$ cat config.mk
export PLATFORM = sky130hd
export DESIGN_NAME = top_datapath
export DESIGN_NICKNAME = d
export VERILOG_FILES = /design/src/rtl/top_datapath.sv
export SDC_FILE = /design/constraint.sdc
export NUM_CORES = 2
export LEC_CHECK = 0
export CORE_UTILIZATION = 40
export DETAILED_ROUTE_END_ITERATION = 7
export PLACE_DENSITY = 0.64
export SETUP_SLACK_MARGIN = 0.4
export SLEW_MARGIN = 20
export SYNTH_ARGS = -nofsm -noshare
export SYNTH_HDL_FRONTEND = slang
export SYNTH_SLANG_ARGS = --single-unit
$ cat constraint.sdc
create_clock -name clk -period 7.4 [get_ports clk]
set_input_delay 1.48 -clock clk [delete_from_list [all_inputs] [get_ports clk]]
set_output_delay 1.48 -clock clk [all_outputs]
set_load 0.01 [all_outputs]
$ cat src/rtl/top_datapath.sv
// ---------------------------------------------------------------------------
// top_datapath
//   Flat-bus arithmetic datapath. A 137-bit input bus is sliced into four
//   32-bit operands plus control. Every result is held in a flop, so each
//   output field shows the inputs sampled at the previous rising clock edge.
//
// Ports
//   clk       in   1    single clock, rising edge
//   rst_n     in   1    asynchronous reset, ACTIVE-HIGH despite the name
//   in_flat   in   137  [31:0]=A [63:32]=B [95:64]=C [127:96]=D
//                       [130:128]=OP [131]=VALID [132]=ACC_CLR [133]=ACC_EN
//                       [136:134]=ROT_SEL
//   out_flat  out  159  [31:0]=ALU_Q [63:32]=ROT_Q [127:64]=ACC [143:128]=SIG
//                       [151:144]=CNT [157:152]=POP [158]=VALID_Q
//
// Configuration
//   SAT_ACC_EN  when defined, the accumulator saturates at all-ones instead
//               of wrapping modulo 2^64.
// ---------------------------------------------------------------------------
module top_datapath (
  input  logic           clk,
  input  logic           rst_n,
  input  logic [136:0]   in_flat,
  output logic [158:0]   out_flat
);

  // Input bus slices
  logic [31:0] a, b, c, d;
  logic [2:0]  op, rot_sel;
  logic        valid, acc_clr, acc_en;

  assign a       = in_flat[31:0];
  assign b       = in_flat[63:32];
  assign c       = in_flat[95:64];
  assign d       = in_flat[127:96];
  assign op      = in_flat[130:128];
  assign valid   = in_flat[131];
  assign acc_clr = in_flat[132];
  assign acc_en  = in_flat[133];
  assign rot_sel = in_flat[136:134];

  // Only the low half of C feeds the signature register.
  logic unused_c_hi;
  assign unused_c_hi = ^c[31:16];

  // State
  logic [31:0] alu_q,   alu_d;
  logic [31:0] rot_q,   rot_d;
  logic [63:0] acc_q,   acc_d;
  logic [15:0] sig_q,   sig_d;
  logic [7:0]  cnt_q,   cnt_d;
  logic [5:0]  pop_q,   pop_d;
  logic        valid_q, valid_d;

  // Intermediates
  logic [31:0] alu_res;
  logic [63:0] rot_wide;
  logic [63:0] prod;
`ifdef SAT_ACC_EN
  logic [64:0] acc_sum;   // extra bit carries the overflow flag
`else
  logic [63:0] acc_sum;
`endif

  function automatic logic [5:0] popcount32(input logic [31:0] v);
    logic [5:0] n;
    n = '0;
    for (int i = 0; i < 32; i++) n = n + {5'b0, v[i]};
    return n;
  endfunction

  // ALU operation select
  always_comb begin
    // NOTE: every comb output gets a default first so no path leaves it unassigned (no latch).
    alu_res = '0;
    case (op)
      3'd0: alu_res = a + b;
      3'd1: alu_res = a - b;
      3'd2: alu_res = a & b;
      3'd3: alu_res = a | b;
      3'd4: alu_res = a ^ b;
      3'd5: alu_res = a << b[4:0];
      3'd6: alu_res = a >> b[4:0];
      3'd7: alu_res = {31'b0, ($signed(a) < $signed(b))};
      default: alu_res = '0;
    endcase
  end

  // Rotate-left by 4*ROT_SEL: shift a doubled copy and keep the upper word.
  assign rot_wide = {d, d} << {rot_sel, 2'b00};

  assign prod = {32'b0, a} * {32'b0, b};

`ifdef SAT_ACC_EN
  assign acc_sum = {1'b0, acc_q} + {1'b0, prod};
`else
  assign acc_sum = acc_q + prod;
`endif

  // Next-state logic
  always_comb begin
    alu_d   = alu_q;
    pop_d   = pop_q;
    rot_d   = rot_q;
    sig_d   = sig_q;
    acc_d   = acc_q;
    valid_d = valid;
    cnt_d   = cnt_q + 8'd1;

    if (valid) begin
      alu_d = alu_res;
      pop_d = popcount32(alu_res);
      rot_d = rot_wide[63:32];
      sig_d = {sig_q[14:0], sig_q[15] ^ sig_q[13] ^ sig_q[12] ^ sig_q[10]} ^ c[15:0];
    end

    // Clear wins over accumulate regardless of VALID/ACC_EN.
    if (acc_clr) begin
      acc_d = '0;
    end else if (valid && acc_en) begin
`ifdef SAT_ACC_EN
      acc_d = acc_sum[64] ? 64'hFFFF_FFFF_FFFF_FFFF : acc_sum[63:0];
`else
      acc_d = acc_sum;
`endif
    end
  end

  // State register
  always_ff @(posedge clk or posedge rst_n) begin
    if (rst_n) begin
      alu_q   <= '0;
      pop_q   <= '0;
      rot_q   <= '0;
      sig_q   <= '0;
      acc_q   <= '0;
      cnt_q   <= '0;
      valid_q <= 1'b0;
    end else begin
      // NOTE: non-blocking so every flop samples the pre-edge value of its peers.
      alu_q   <= alu_d;
      pop_q   <= pop_d;
      rot_q   <= rot_d;
      sig_q   <= sig_d;
      acc_q   <= acc_d;
      cnt_q   <= cnt_d;
      valid_q <= valid_d;
    end
  end

  assign out_flat = {valid_q, pop_q, cnt_q, sig_q, acc_q, rot_q, alu_q};

endmodule

==> flow_summary.yaml <==
setup_path:
  endpoint_kind: "register"
  crit_path_start_kind: "input port"
  crit_type: "in -> reg"
  critical-path-top-delay-family: "buffers and inverters"
  crit_path_max_incr_delay_ns: 0.59
  r2r_slack_ns: 0.13
  rr_worst_depth: 27
  path_buf_inv: 41
  arrival_ns: 8.84
  path_depth: 51
  crit_slowest_cell: "or4_4"
  critPathMostFrequentCell: "buf_4"
  worstReg2RegStart: "acc_q[18]"
  reg2reg_to: "acc_q[59]"
  cp.required_ns: 7.85
  cp_max_fo: 6
run_status:
  status: "finished with violations"
  violations: "setup timing"
detailed_routing:
  via_per_inst: 5.45
  drc_errors: 0
  dr.pass1.iters: 7
  num_vias: 47500
  antenna_left: 0
  wl_per_cell_microns: 24.2
  first_iter_violations: 4442
  wirelength_mm: 211
placed_design:
  dpl-instance-area_sq_um: 63100
  place_congestion: 1.03
  hpwl_mm: 174
  numPortBuffers: 281
synth:
  yosys.area_share.simple_pct: 13.9
  synth-compound-area-share_pct: 10.2
  ys.flop_type: "dfrtp_1"
  synth_edf_count: 0
  syn_avg_cell_area_sq_um: 8.66
  synth_cells: 5688
  yosysWarnings: 0
  ys_types: 107
  synth-seq-cells: 159
  synth_xor_area_share_pct: 1.71
  syn_nets: 7160
  synth_top_family_by_area: "adder cells"
  synth_async_sr_flop_share_pct: 100
  seq_area_frac_synth_pct: 8.08
  synthAdderAreaFrac_pct: 48.9
  syn_area_sq_um: 49200
  synth_mux_area_share_pct: 5.85
finish:
  fillers: 10900
  utilization_pct: 56.2
  mostFrequentLayoutCell: "buf_4"
  layout.nets: 8540
  final_cell_area_sq_um: 68600
  layout_common_cells: "1185 x buf_4, 993 x inv_1, 928 x fa_1"
  layout-drive-gt1-share_pct: 30.8
  area.growth.synth_to_final_pct: 39.2
run:
  drv_cap: 0
floorplanning:
  io_pins: 298
  die_w_microns: 353
  dieArea_sq_um: 124000
  die_y_microns: 353
  core_sq_um: 122000
  start_util_pct: 40.4
  rows: 128
clock_tree:
  clk_path_buf_depth: 2
  cts_hold_buf: 0
  cts_sinks: 159
  clk_latency_ns: 0.59
  clkSlewWorstSetupHoldPaths_ns: 0.08
  h-tree-depth: 4
  numCtsBuffers: 17
  clockRootBuffer: "clkbuf_16"
  tritoncts: "yes"
hold_path:
  worstHoldEndpoint: "cnt_q[7]"
  worstHoldStart: "cnt_q[7]"
  hold_class: "reg -> reg"
  hold_depth: 1
grt:
  grt_use_total_pct: 34.3
  antenna_found_initial: 6
  grt_max_degree: 110
  grtUsageMet2_pct: 53.1
  grt.busiest_layer: "met2"
  grt_pass1_wl_mm: 317
  gr-total-overflow: 0
  grt_util_met1_pct: 46.4
  global_route.usage.met3_pct: 7.85
  grt_pass1_vias: 49600
sta:
  setup_violations: 50
  hold_viol: 0
  min_period_ns: 8.39
  skew_ns: 0.0331
  relSlewSlack_pct: 21.9
  final.setup.worst_slack_ns: -0.985
  max_freq_mhz: 119
  worstMarginPinSlew_ns: 1.16
  grt_setup_unrepaired: "true"
  maxSlewViolCount: 0
  timing.final.crit_share_pct: 113
==> cells in the mapped netlist, drive strengths merged (21+ instances only) <==
| cell type | number | area (sq um) |
|---|---|---|
| a31oi | 22 | 138 |
| nor2 | 650 | 2450 |
| mux4 | 83 | 1870 |
| inv | 1087 | 4080 |
| buf | 120 | 547 |
| fa | 985 | 19700 |
| a21o | 39 | 294 |
| o21ai | 193 | 985 |
| mux2i | 77 | 771 |
| ha | 348 | 4350 |
| nand3 | 41 | 205 |
| dfrtp | 159 | 3980 |
| o211ai | 28 | 230 |
| a21oi | 263 | 1340 |
| nor3 | 44 | 231 |
| mux2 | 21 | 240 |
| clkbuf | 231 | 887 |
| nand2 | 815 | 3060 |
| xor2 | 30 | 263 |
| xnor2 | 66 | 578 |
| o22ai | 24 | 156 |
| nand4 | 23 | 144 |
==> metrics by stage <==
step,std cells,hold slack [ns],setup TNS (ns),worst slack (ns)
3_5_place_dp,8437,0.478,-95.91,-2.34
4_1_cts,8677,0.489,-27.48,-0.908
2_1_floorplan,5688,0.508,-34.81,-1.12
3_3_place_gp,8437,0.461,-93.34,-2.31
5_1_grt,8706,0.520,-38.90,-1.11
6_report,8707,0.483,-29.85,-0.985
==> worst reg2reg max path: stages (launching register included) <==
cell	delay [ns]
dfrtp_1	0.36
inv_1	0.07
fa_1	0.51
fa_1	0.56
fa_1	0.45
fa_1	0.53
inv_1	0.05
fa_1	0.49
inv_2	0.04
fa_1	0.51
inv_2	0.05
fa_1	0.48
inv_1	0.05
fa_1	0.49
inv_2	0.05
ha_4	0.31
nand2_1	0.07
o21ai_2	0.27
nand2_1	0.10
a311o_2	0.47
a31oi_1	0.20
buf_4	0.18
a221o_1	0.21
buf_12	0.15
a311oi_4	0.11
o21ai_2	0.17
xnor2_1	0.12
o21ai_1	0.08
==> final cells by class <==
type,count,area (sq um),share of cell area [%]
antenna,1,2.50,0.00365
clock buffer,17,425,0.621
clock inverter,15,211,0.308
inverter,1106,4310,6.28
multi-input combinational,4071,42100,61.4
sequential,159,3980,5.80
tap,1625,2030,2.97
timing repair buffer,1713,15500,22.6
==> logic make-up after synthesis <==
logic type	after synthesis
DFF	159
AOI/OAI and AO/OA	775
muxes	181
and+or+nand+nor	1686
adders and majority gates	1333
xor gates and xnor gates	96
buffers and inverters	1458
==> timing repair <==
item	in CTS	in global routing
gates cloned	5	1
pin swaps	276	142
endpoints found under the hold margin	0	0
buffers inserted	203	28
setup endpoints to repair	57	58
gates resized for setup	814	185
==> state kept, by name, indices dropped and copies added (netlist names) <==
name	count
cnt_q	8
alu_q	32
sig_q	16
pop_q	6
rot_q	32
acc_q	64
valid_q	1
==> worst max-delay path by stage <==
stage | to | startpoint | slack, ns
after floorplan | acc_q[59] | in_flat[35] | -1.12
after global placement | acc_q[63] | in_flat[17] | -2.31
after detailed placement | acc_q[63] | in_flat[17] | -2.34
after CTS | acc_q[61] | in_flat[11] | -0.91
after global routing | alu_q[17] | in_flat[36] | -1.11
final | alu_q[17] | in_flat[10] | -0.99
==> routing by layer <==
layer / vias up / part of all wire, % / wire length [microns]
li1: 20500 / - / -
met5: - / 0.042 / 88
met3: 474 / 9.5 / 20100
met2: 2279 / 45 / 95400
met4: 6 / 4.6 / 9770
met1: 24200 / 41 / 85400
Power is left out: the tool's default activity adds up to more than one toggle a clock period on the data nets, which glitch-free logic cannot reach.
